<file path="src/rtl/midi_rx_fifo.sv">
// -----------------------------------------------------------------------------
// midi_rx_fifo
//
// MIDI/UART serial receiver with a small output FIFO. The asynchronous Rx line
// is synchronised, framed by a five-state FSM (IDLE, START, DATA, STOP, BREAK)
// using mid-bit sampling, and good words are queued for a valid/ready consumer
// so that a status + data burst survives a busy parser.
//
// Build option:
//   MIDI_RX_MAJORITY_EN - when defined, every START/DATA/STOP sample is the
//                         2-of-3 majority of rx_s at the nominal cycle -1/0/+1.
//                         The decision is taken at +1, so all sample points and
//                         the FIFO write move one cycle later.
//
// Parameters:
//   CLKS_PER_BIT - Clk cycles per serial bit (>= 8)
//   DATA_BITS    - data bits per frame, 5..9, LSB first
//   FIFO_DEPTH   - output FIFO entries, power of two, >= 2
//
// Ports:
//   Clk        - system clock, all state changes on its rising edge
//   Rst_n      - synchronous active-low reset
//   Rx         - asynchronous serial input, idle high
//   rx_data    - FIFO head word, zero while the FIFO is empty
//   rx_valid   - FIFO non-empty
//   rx_ready   - consumer pops the head when rx_valid && rx_ready
//   frame_err  - one-cycle pulse, stop bit sampled low
//   overrun    - one-cycle pulse, good frame arrived while FIFO full
//   busy       - FSM is not IDLE
//   fifo_count - current FIFO occupancy
// -----------------------------------------------------------------------------
module midi_rx_fifo #(
  parameter int CLKS_PER_BIT = 1600,
  parameter int DATA_BITS    = 8,
  parameter int FIFO_DEPTH   = 4
) (
  input  logic                          Clk,
  input  logic                          Rst_n,
  input  logic                          Rx,
  output logic [DATA_BITS-1:0]          rx_data,
  output logic                          rx_valid,
  input  logic                          rx_ready,
  output logic                          frame_err,
  output logic                          overrun,
  output logic                          busy,
  output logic [$clog2(FIFO_DEPTH):0]   fifo_count
);

  localparam int CNT_W = $clog2(CLKS_PER_BIT);
  localparam int BIT_W = $clog2(DATA_BITS);
  localparam int PTR_W = $clog2(FIFO_DEPTH);

  localparam logic [CNT_W-1:0] BIT_LAST  = CNT_W'(CLKS_PER_BIT - 1);
`ifdef MIDI_RX_MAJORITY_EN
  // Decision one cycle after the nominal mid-start point.
  localparam logic [CNT_W-1:0] START_LAST = CNT_W'(CLKS_PER_BIT / 2);
`else
  localparam logic [CNT_W-1:0] START_LAST = CNT_W'(CLKS_PER_BIT / 2 - 1);
`endif
  localparam logic [BIT_W-1:0] DATA_LAST = BIT_W'(DATA_BITS - 1);
  localparam logic [PTR_W:0]   FULL_CNT  = (PTR_W + 1)'(FIFO_DEPTH);

  typedef enum logic [2:0] {IDLE, START, DATA, STOP, BREAK} state_t;

  // ---------------------------------------------------------------------------
  // Input synchroniser (and majority history when enabled)
  // ---------------------------------------------------------------------------
  logic rx_m, rx_s;
  logic sample_bit;

  // NOTE: sequential state uses non-blocking assignments so every flop samples
  // the pre-edge value of its neighbours, exactly like the hardware.
  always_ff @(posedge Clk) begin
    if (!Rst_n) begin
      rx_m <= 1'b1;
      rx_s <= 1'b1;
    end else begin
      rx_m <= Rx;
      rx_s <= rx_m;
    end
  end

`ifdef MIDI_RX_MAJORITY_EN
  logic rx_d1, rx_d2;

  always_ff @(posedge Clk) begin
    if (!Rst_n) begin
      rx_d1 <= 1'b1;
      rx_d2 <= 1'b1;
    end else begin
      rx_d1 <= rx_s;
      rx_d2 <= rx_d1;
    end
  end

  // At the decision cycle rx_s is the +1 sample, rx_d1 nominal, rx_d2 -1.
  assign sample_bit = (rx_s & rx_d1) | (rx_s & rx_d2) | (rx_d1 & rx_d2);
`else
  assign sample_bit = rx_s;
`endif

  // ---------------------------------------------------------------------------
  // Framing FSM
  // ---------------------------------------------------------------------------
  state_t                 state_q, state_d;
  logic [CNT_W-1:0]       cnt_q, cnt_d;
  logic [BIT_W-1:0]       bit_q, bit_d;
  logic [DATA_BITS-1:0]   shift_q, shift_d;
  logic                   wr_pend_q, wr_pend_d;
  logic                   frame_err_q, frame_err_d;

  always_ff @(posedge Clk) begin
    if (!Rst_n) begin
      state_q     <= IDLE;
      cnt_q       <= '0;
      bit_q       <= '0;
      shift_q     <= '0;
      wr_pend_q   <= 1'b0;
      frame_err_q <= 1'b0;
    end else begin
      state_q     <= state_d;
      cnt_q       <= cnt_d;
      bit_q       <= bit_d;
      shift_q     <= shift_d;
      wr_pend_q   <= wr_pend_d;
      frame_err_q <= frame_err_d;
    end
  end

  // NOTE: every signal driven here gets a default first, so no path can leave
  // one unassigned and infer a latch.
  always_comb begin
    state_d     = state_q;
    cnt_d       = cnt_q + CNT_W'(1);
    bit_d       = bit_q;
    shift_d     = shift_q;
    wr_pend_d   = 1'b0;
    frame_err_d = 1'b0;

    unique case (state_q)
      IDLE: begin
        cnt_d = '0;
        bit_d = '0;
        if (!rx_s) state_d = START;
      end
      START: begin
        if (cnt_q == START_LAST) begin
          cnt_d   = '0;
          state_d = sample_bit ? IDLE : DATA;   // high here is a glitch
        end
      end
      DATA: begin
        if (cnt_q == BIT_LAST) begin
          cnt_d   = '0;
          shift_d = {sample_bit, shift_q[DATA_BITS-1:1]};
          bit_d   = bit_q + BIT_W'(1);
          if (bit_q == DATA_LAST) begin
            bit_d   = '0;
            state_d = STOP;
          end
        end
      end
      STOP: begin
        if (cnt_q == BIT_LAST) begin
          cnt_d = '0;
          if (sample_bit) begin
            wr_pend_d = 1'b1;      // shift_q holds the word until the write
            state_d   = IDLE;
          end else begin
            frame_err_d = 1'b1;
            state_d     = BREAK;
          end
        end
      end
      BREAK: begin
        cnt_d = '0;
        if (rx_s) state_d = IDLE;  // line must return high before re-arming
      end
      default: state_d = IDLE;
    endcase
  end

  assign busy      = (state_q != IDLE);
  assign frame_err = frame_err_q;

  // ---------------------------------------------------------------------------
  // Output FIFO
  // ---------------------------------------------------------------------------
  logic [DATA_BITS-1:0] mem [FIFO_DEPTH];
  logic [PTR_W-1:0]     wr_ptr, rd_ptr;
  logic                 pop, full, push_ok;
  logic                 overrun_q;

  assign rx_valid = (fifo_count != '0);
  assign pop      = rx_valid && rx_ready;
  assign full     = (fifo_count == FULL_CNT);
  assign push_ok  = wr_pend_q && (!full || pop);   // a pop frees the slot first

  // NOTE: storage is deliberately not reset; the pointers and count define
  // which entries are live, and rx_data is forced to zero while empty.
  always_ff @(posedge Clk) begin
    if (push_ok) mem[wr_ptr] <= shift_q;
  end

  always_ff @(posedge Clk) begin
    if (!Rst_n) begin
      wr_ptr     <= '0;
      rd_ptr     <= '0;
      fifo_count <= '0;
      overrun_q  <= 1'b0;
    end else begin
      overrun_q <= wr_pend_q && full && !pop;
      if (push_ok) wr_ptr <= wr_ptr + PTR_W'(1);
      if (pop)     rd_ptr <= rd_ptr + PTR_W'(1);
      unique case ({push_ok, pop})
        2'b10:   fifo_count <= fifo_count + (PTR_W + 1)'(1);
        2'b01:   fifo_count <= fifo_count - (PTR_W + 1)'(1);
        default: fifo_count <= fifo_count;
      endcase
    end
  end

  assign rx_data = rx_valid ? mem[rd_ptr] : '0;
  assign overrun = overrun_q;

endmodule

</file>
<file path="config.mk">
export PLATFORM = sky130hd
export DESIGN_NAME = midi_rx_fifo
export DESIGN_NICKNAME = d
export VERILOG_FILES = /design/src/rtl/midi_rx_fifo.sv
export SDC_FILE = /design/constraint.sdc
export NUM_CORES = 1
export LEC_CHECK = 0
export BUFFER_PORTS_ARGS = -buffer_cell sky130_fd_sc_hd__buf_2
export CORE_MARGIN = 3
export CORE_UTILIZATION = 45
export DETAILED_ROUTE_END_ITERATION = 10
export MAX_ROUTING_LAYER = met4
export SLEW_MARGIN = 20
export SYNTH_ARGS = -nofsm -noshare
export SYNTH_HDL_FRONTEND = slang
export SYNTH_SLANG_ARGS = --single-unit
</file>
<file path="constraint.sdc">
create_clock -name Clk -period 1.59 [get_ports Clk]
set_input_delay 0.318 -clock Clk [delete_from_list [all_inputs] [get_ports Clk]]
set_output_delay 0.318 -clock Clk [all_outputs]
set_load 0.02 [all_outputs]
</file>
Yosys cells after proc, flatten, opt, wreduce, memory -nomap -nowiden

Memory sizes are Yosys's and may differ from the RTL's. A register that Yosys moved wholly into a read port is not among the register bits.
Index checks and enable logic that the tools add are counted.

Register bits after elaboration: 37
Memory bits (writable): 32
Output and inout bits: 15
Memories: 1

Memories:

| name | words | width | rd ports | clocked after memory_dff | wr ports | line | RTL |
|---|---|---|---|---|---|---|---|
| mem  | 4     | 8     | 1        | 1                        | 1        | 189  | `logic [DATA_BITS-1:0] mem [FIFO_DEPTH];` |

$add $sub $neg: 6
Equality and inequality tests: 16
Multiplexer cells: 23
Reductions and logical operators: 18

Operator list:

| cell                                             | count |
|---|---|
| one-hot mux 11 bit (3 select lines)              | 1 |
| 2-to-1 mux 3 bit                                 | 9 |
| 2-to-1 mux 11 bit                                | 2 |
| one-hot mux 3 bit (5 select lines)               | 1 |
| != test 2 bit (second input constant)            | 6 |
| one-hot mux 3 bit (2 select lines)               | 2 |
| adder 11 x 1 -> 11 bit (second input constant)   | 1 |
| == test 11 x 10 -> 1 bit (second input constant) | 1 |
| == test 11 bit (second input constant)           | 1 |
| == test 3 bit (second input constant)            | 3 |
| 2-to-1 mux 8 bit                                 | 1 |
| adder 3 x 1 -> 3 bit (second input constant)     | 2 |
| == test 3 x 2 -> 1 bit (second input constant)   | 2 |
| 2-to-1 mux 2 bit                                 | 3 |
| AND reduction 6 bit                              | 1 |
| nonzero test 3 bit                               | 2 |
| adder 2 x 1 -> 2 bit (second input constant)     | 2 |
| logical AND 1 bit                                | 4 |
| 2-to-1 mux 1 bit                                 | 4 |
| AND reduction 2 bit                              | 2 |
| nonzero test 2 bit                               | 2 |
| OR reduction 2 bit                               | 2 |
| == test 3 x 1 -> 1 bit (second input constant)   | 1 |
| logical NOT 3 bit                                | 1 |
| 6 further kinds                                  | 7 |

Longest topological paths before layout

Gate-level depths: netlist (run 1).

Depth in word-level cells: 6
Gate-level depth with buffers: 8

Worst setup path after synthesis (run 1)

No wires, ideal clock.

Path type: flip-flop to flip-flop
From: register fifo_count[2]
To: register fifo_count[2]
Library setup time: 0.115 ns
Arrival: 1.752 ns
Required time: 1.475 ns
Setup slack: -0.277 ns
Cell stages (with the launch flop): 9
Buffers on the path: 0
Clock period less this slack: 1.867 ns
Cells stage by stage: dfxtp_1 o31ai_4 or2_1 fa_1 inv_1 nor3_1 a31oi_1 xnor2_1 and2_1

Longest elaborated chain between the ends: 6
Elaborated cells between the ends (all ways): 12

RTL lines:

| what                                                                            | line     | RTL |
|---|---|---|
| start, declared                                                                 | 46       | `output logic [$clog2(FIFO_DEPTH):0] fifo_count` |
| start signal, assigned                                                          | 216      | `2'b10: fifo_count <= fifo_count + (PTR_W + 1)'(1);` |
| start signal, assigned                                                          | 217      | `2'b01: fifo_count <= fifo_count - (PTR_W + 1)'(1);` |
| start signal, assigned                                                          | 218      | `default: fifo_count <= fifo_count;` |
| == test 3 bit / nonzero test 3 bit (equally long branches)                      | 196, 194 |  |
| logical NOT 1 bit / logical AND 1 bit (equally long branches)                   | 197, 195 |  |
| logical OR 1 bit                                                                | 197      | `assign push_ok = wr_pend_q && (!full \|\| pop);` |
| logical AND 1 bit                                                               | 197      |  |
| == test 2 x 1 -> 1 bit / == test 2 bit (equally long branches)                  | 215      | `unique case ({push_ok, pop})` |
| one-hot mux 3 bit (2 select lines) / nonzero test 2 bit (equally long branches) | -        |  |

Parallel ways exist; a longest one is shown, timed or not.
A chain may end at the register's enable or synchronous reset.

==> results of run 1 <==
-- synth_stat cells, types with 3 or more instances --
library cell  count  area share (%)
xor2_1            7             2.0
nand3_1           9             1.5
mux4_2            8             6.0
and2_1            5             1.0
dfxtp_1          39              26
nor2_1           18             2.3
clkbuf_1          6            0.75
inv_1             8             1.0
or3_1             3            0.63
nand2_1          25             3.1
and2_2            4             1.0
nor2b_1          11             2.3
nand2b_1          3            0.63
o21ai_0           3            0.50
nor3b_1           3            0.75
ha_1              7             2.9
xnor2_1           6             1.8
edfxtp_1         32              32
buf_2             4            0.67
nor3_1            3            0.50
nand4_1           4            0.84
a21boi_1         10             2.5
-- worst reg2reg max path, stage by stage (launching register included) --
cell and delay, ps:
dfxtp_4 370, buf_6 100, o31ai_4 50, or2_1 240, fa_2 340, inv_2 60, nor3_1 40, a31oi_1 160
xnor2_1 80, and2_1 140
-- state kept, by name (all words and copies together) (netlist names), named ones only --
signal,flops
shift_q,8
wr_pend_q,1
frame_err,1
rx_s,1
overrun,1
state_q,3
mem,32
cnt_q,11
rd_ptr,2
wr_ptr,2
bit_q,3
fifo_count,3
rx_m,1
-- kinds of logic after synthesis --
| family | Yosys count |
|---|---|
| adder cells (fa/ha/maj) | 8 |
| AND/OR/NAND/NOR | 99 |
| flip-flops | 71 |
| multiplexers | 10 |
| XOR/XNOR | 13 |
| buffers and inverters | 21 |
| AO/OA/AOI/OAI | 25 |
-- stage by stage --
stage / area (µm²) / hold slack, ps / setup WS, ps / utilization, %
floorplan: 3010 / 386 / -90.5 / -
finish: 3860 / 155 / -359 / 60.4
global route: 3860 / 176 / -394 / 60.4
CTS: 3680 / 145 / -370 / 57.7
detailed placement: 3390 / 397 / -115 / 53.1
global placement: 3390 / 391 / -103 / 53.1
-- what timing repair did --
| item | CTS | global route |
|---|---|---|
| resized for setup | 21 | 37 |
| setup buffers | 3 | 4 |
| endpoints found under the setup margin | 34 | 27 |
| cloned | 1 | 0 |
| pin swaps | 4 | 11 |
-- area by class of cell --
cell class	instances	area, µm²	share of cell area [%]
inverters	8	30.0	0.778
well taps	77	96.3	2.50
multi-input cells	155	1300	33.7
clock inverters	7	78.8	2.04
repair buffers	59	464	12.0
flip-flops and latches	71	1770	45.8
clock buffers	9	124	3.21
-- cells in the final DEF, fill, tap and decap left out, types with 6 or more instances in the layout --
cell type / synthesis / final
a21boi_1: 10 / 8
buf_2: 4 / 13
buf_4: 1 / 34
buf_6: 1 / 11
clkbuf_8: 0 / 9
dfxtp_1: 39 / 30
edfxtp_1: 32 / 32
ha_1: 7 / 6
inv_1: 8 / 7
mux4_2: 8 / 8
nand2_1: 25 / 19
nand3_1: 9 / 9
nor2_1: 18 / 18
nor2b_1: 11 / 7
xor2_1: 7 / 7
-- where the power goes --
part	total, mW	switching, mW	leakage [nW]	internal [mW]
clock network	1.48	0.739	0.105	0.743
logic	1.86	0.890	0.756	0.973
registers	2.06	0.0751	0.617	1.99
-- routing by layer --
layer  share of wire, %  vias up
met1                 46      922
li1                   -      986
met3                2.8       11
met5                  0        -
met4                2.3        0
met2                 49       25
-- path summary, 6_finish.rpt --
path                   end  cells past startpoint
max             rx_data[3]                      4
min                   rx_m                      2
max reg2reg  fifo_count[2]                      9
min reg2reg           rx_s                      1
==> reports/results.tsv, run 1 <==
metric	value	unit
status	finished with violations	
violations	negative setup slack	
leakagePower	1.48	nW
grt_max_degree	29	
tightestPinTransition	287	ps
use_met2	26.0	%
dp_cells	363	
maxCapViolations	0	
synth_xor_area_share	3.80	%
cts.sinks	71	
ant_nets	0	
skew	12.0	ps
async_flop_share	0	%
cp_num_buf_inv	2	
wire_per_inst	14.3	µm
ys_ff_latch	71	
syn-num-nets	259	
max_stage_delay	510	ps
use_met1	19.7	%
fillCellCount	509	
grtUsageTotal	16.5	%
slew-limit-headroom	80.7	%
grt_pass1_vias	1962	
antenna_found_initial	0	
drive_gt1_share	41.1	%
setup_viol	10	
drc_errors	0	
yosys.area_share.adder	3.59	%
seq_area_frac_synth	58.2	%
cts_max_level	3	
grt_setup_unrepaired	yes	
cts_hold_buf	0	
layout-area-overhead-vs-synth	28.9	%
wirelength	5.53	mm
timing.final.ws_setup	-359	ps
synthCells	247	
critical_path.slowest_cell	mux4_2	
start_util	46.9	%
crit_family	multiplexers	
power_density	1400	mW/mm²
drtPass1Iterations	4	
cp.required	1270	ps
synth_top_family_by_area	simple AND/OR/NAND/NOR gates	
hp-start	Rx	
num_vias	1944	
grt_pass1_wl	9.23	mm
drtIter0Drc	69	
ys_types	46	
final_nets	316	
fmax	513	MHz
clkTransAtPathRegs	80	ps
ys.flop_type	dfxtp_1	
ios	19	
dieArea	0.00767	mm²
synth_compound_area_share	6.52	%
vdd_drop_max	1.41	mV
portBuffers	18	
synthMuxAreaShare	6.69	%
gp_congestion	0.797	
die_w	87.6	µm
rows	29	
crit_type	reg -> out	
syn_avg_cell_area	12.1	µm²
clkLatencyLatePin	350	ps
r2r_slack	-90	ps
yosys_warnings	0	
crit_path_start_kind	flip-flop	
cts-root-buf	clkbuf_8	
syn-cell-area	0.00299	mm²
layout_worst_path_cycle_share	123	%
finalNonFillerCells	386	
cp-end-kind	output pin	
die_h	87.6	µm
synthSimpleGateAreaFrac	18.0	%
cts_made_buffers	9	
grt-ovfl-total	0	
tns	-2930	ps
n_antenna_cell	0	
crit_chain	buf_12 > mux4_2 > nor2b_1 > buf_2	
power.total	5.41	mW
cts_tree	done	
period_minus_slack	1950	ps
worst_hold_path_type	in -> reg	
viasPerCell	5.04	
core	0.00639	mm²
worstPathArrival	1630	ps
dpl.hpwl	3.50	mm
r2r-start	fifo_count[1]	
slew_violations	0	
synth-edff-count	32	
grt_busiest_layer	met2	
path_max_fanout	8	
final-hold-violation-count	0	
clockBufferDepth	2	
globalRouteMet3Util	4.14	%
Power figures use the tool's default switching activity.
==> run 2: changes to the inputs <==
Settings changed: CELL_PAD_IN_SITES_DETAIL_PLACEMENT set to 0, CELL_PAD_IN_SITES_GLOBAL_PLACEMENT set to 2, CORE_UTILIZATION 45 to 37, PLACE_DENSITY_LB_ADDON set to 0.1.
==> run 2 against run 1 <==
Net effect:
- critical path type unchanged
- first-iteration DRC count is 41% lower
- setup slack better by 36 ps
- non-clock buffer count is 1 lower
- the flow still finishes with violations (negative setup slack)
- critical endpoint unchanged
==> reports/results.tsv, run 2 (synthesis gave the netlist of run 1 again) <==
metric	value	unit	change
drtPass1Iterations	4		unchanged
final_nets	315		was 316
vdd_drop_max	0.367	mV	was 1.41 mV
regMostFlops	mem		unchanged
r2r-start	fifo_count[2]		was fifo_count[1]
seq_area	0.00177	mm²	unchanged
violations	negative setup slack		unchanged
r2r_slack	-40	ps	was -90 ps
layout-area-overhead-vs-synth	29.6	%	was 28.9%
p_sw_share	32.2	%	was 31.5%
cts.sinks	71		unchanged
final-hold-violation-count	0		unchanged
final_common_cell	buf_4		unchanged
whs_endpoint	rx_m		unchanged
internal-power	3.58	mW	was 3.70 mW
timing.final.ws_setup	-323	ps	was -359 ps
start_util	38.3	%	was 46.9%
rows	32		was 29
cp-end-kind	output pin		unchanged
worst_hold_path_type	in -> reg		unchanged
die_w	96.0	µm	was 87.6 µm
n_antenna_cell	0		unchanged
grt-ovfl-total	0		unchanged
worstPathArrival	1600	ps	was 1630 ps
clkTransAtPathRegs	80	ps	about the same
portBuffers	18		unchanged
layout_worst_path_cycle_share	120	%	was 123%
hp-start	Rx		unchanged
cts-root-buf	clkbuf_8		unchanged
clockBufferDepth	2		unchanged
drtIter0Drc	41		was 69
grt_max_degree	29		unchanged
num_vias	1948		was 1944
critical_path.slowest_cell	mux4_2		unchanged
utilization	49.7	%	was 60.4%
cp.required	1270	ps	about the same
core	0.00781	mm²	was 0.00639 mm²
die_h	96.0	µm	was 87.6 µm
slew_violations	0		unchanged
crit_chain	buf_12 > mux4_2 > nor2b_1 > buf_2		unchanged
maxCapViolations	0		unchanged
wire_per_inst	13.2	µm	was 14.3 µm
dpl.hpwl	3.54	mm	was 3.50 mm
cts_hold_buf	0		unchanged
crit_type	reg -> out		unchanged
fillCellCount	709		was 509
largest_reg_flops	32		unchanged
cts_max_level	3		unchanged
placed_area	0.00344	mm²	was 0.00339 mm²
clkPwrFrac	25.3	%	was 27.4%
power_density	1360	mW/mm²	was 1400 mW/mm²
drive_gt1_share	40.9	%	was 41.1%
clkLatencyLatePin	340	ps	was 350 ps
slew-limit-headroom	78.5	%	was 80.7%
ant_nets	0		unchanged
combPwrFrac	35.1	%	was 34.5%
stdcell_area	0.00388	mm²	was 0.00386 mm²
grt_pass1_vias	1776		was 1962
top_regs	mem: 32 flops, cnt_q: 11 flops, shift_q: 8 flops		unchanged
pre_cts_ws	-122	ps	was -115 ps
tightestPinTransition	321	ps	was 287 ps
setup_viol	10		unchanged
power.switching	1.70	mW	about the same
ff2ff_path_depth	8		was 9
hold_depth	2		unchanged
cts_tree	done		unchanged
grt_pass1_wl	8.58	mm	was 9.23 mm
period_minus_slack	1910	ps	was 1950 ps
holdWs	166	ps	was 155 ps
ios	19		unchanged
fmax	523	MHz	was 513 MHz
power_frac_seq	39.5	%	was 38.1%
dieArea	0.00921	mm²	was 0.00767 mm²
gp_congestion	0.734		was 0.797
final_cell_mix	buf_4, edfxtp_1, dfxtp_1		unchanged
rr_endpoint	fifo_count[2]		unchanged
max_stage_delay	490	ps	was 510 ps
viasPerCell	4.75		was 5.04
antenna_found_initial	0		unchanged
grtUsageTotal	12.8	%	was 16.5%
skew	11.2	ps	was 12.0 ps
multi_input_area	0.00129	mm²	was 0.00130 mm²
crit_path_start_kind	flip-flop		unchanged
path_max_fanout	8		unchanged
status	finished with violations		unchanged
leakagePower	1.48	nW	about the same
grt_setup_unrepaired	yes		unchanged
drc_errors	0		unchanged
cts_made_buffers	9		unchanged
wirelength	5.40	mm	was 5.53 mm
run 2: power by group through the flow:
stage	sequential [mW]	combinational, mW	clock, mW
final	2.09	1.85	1.34
after global routing	2.10	2.01	1.45
after CTS	2.10	1.69	1.39
after floorplan	2.15	0.845	0
after detailed placement	2.12	1.42	0
after global placement	2.12	1.41	0
run 2: area by class of cell:
class | count | share of cell area, %
Sequential cell | 71 | 45.5
Multi-Input combinational cell | 155 | 33.3
Timing Repair Buffer | 58 | 12.4
Tap cell | 102 | 3.29
Clock buffer | 9 | 3.19
Clock inverter | 7 | 1.55
Inverter | 8 | 0.774
run 2: worst max-delay path by stage:
| stage | from | end | cells past startpoint |
|---|---|---|---|
| after global routing | flip-flop | rx_data[3] | 4 |
| after detailed placement | rx_ready | fifo_count[2] | 9 |
| after global placement | rx_ready | fifo_count[2] | 9 |
| after CTS | flip-flop | rx_data[3] | 4 |
| after floorplan | fifo_count[2] | fifo_count[2] | 8 |
| final | flip-flop | rx_data[3] | 4 |
run 2: metal layers:
layer	share of wire (%)	global-route usage [%]	vias to the layer above
li1	-	-	983
met1	46	15.8	927
met2	49	20.1	32
met3	3.3	2.50	6
met4	1.1	6.75	0
met5	0	-	-
run 2: repair_timing:
item / CTS / global route
endpoints found under the setup margin: 34 / 26
setup buffers: 4 / 4
pin swaps: 5 / 9
cloned: 1 / 0
resized for setup: 31 / 29
run 2: critical path, delay by kind of cell, from the launching register on:
kind	cells	cell delay [ps]
mux	1	490
buf+inv	2	280
flops	1	340
simple gates	1	140
run 2: through the flow:
step           power, mW  instances  TNS [ps]
2_1_floorplan       3.00        247     -90.5
3_3_place_gp        3.53        387     -2020
3_5_place_dp        3.54        387     -2070
4_1_cts             5.18        406     -2860
5_1_grt             5.55        410     -3650
6_report            5.28        410     -2530
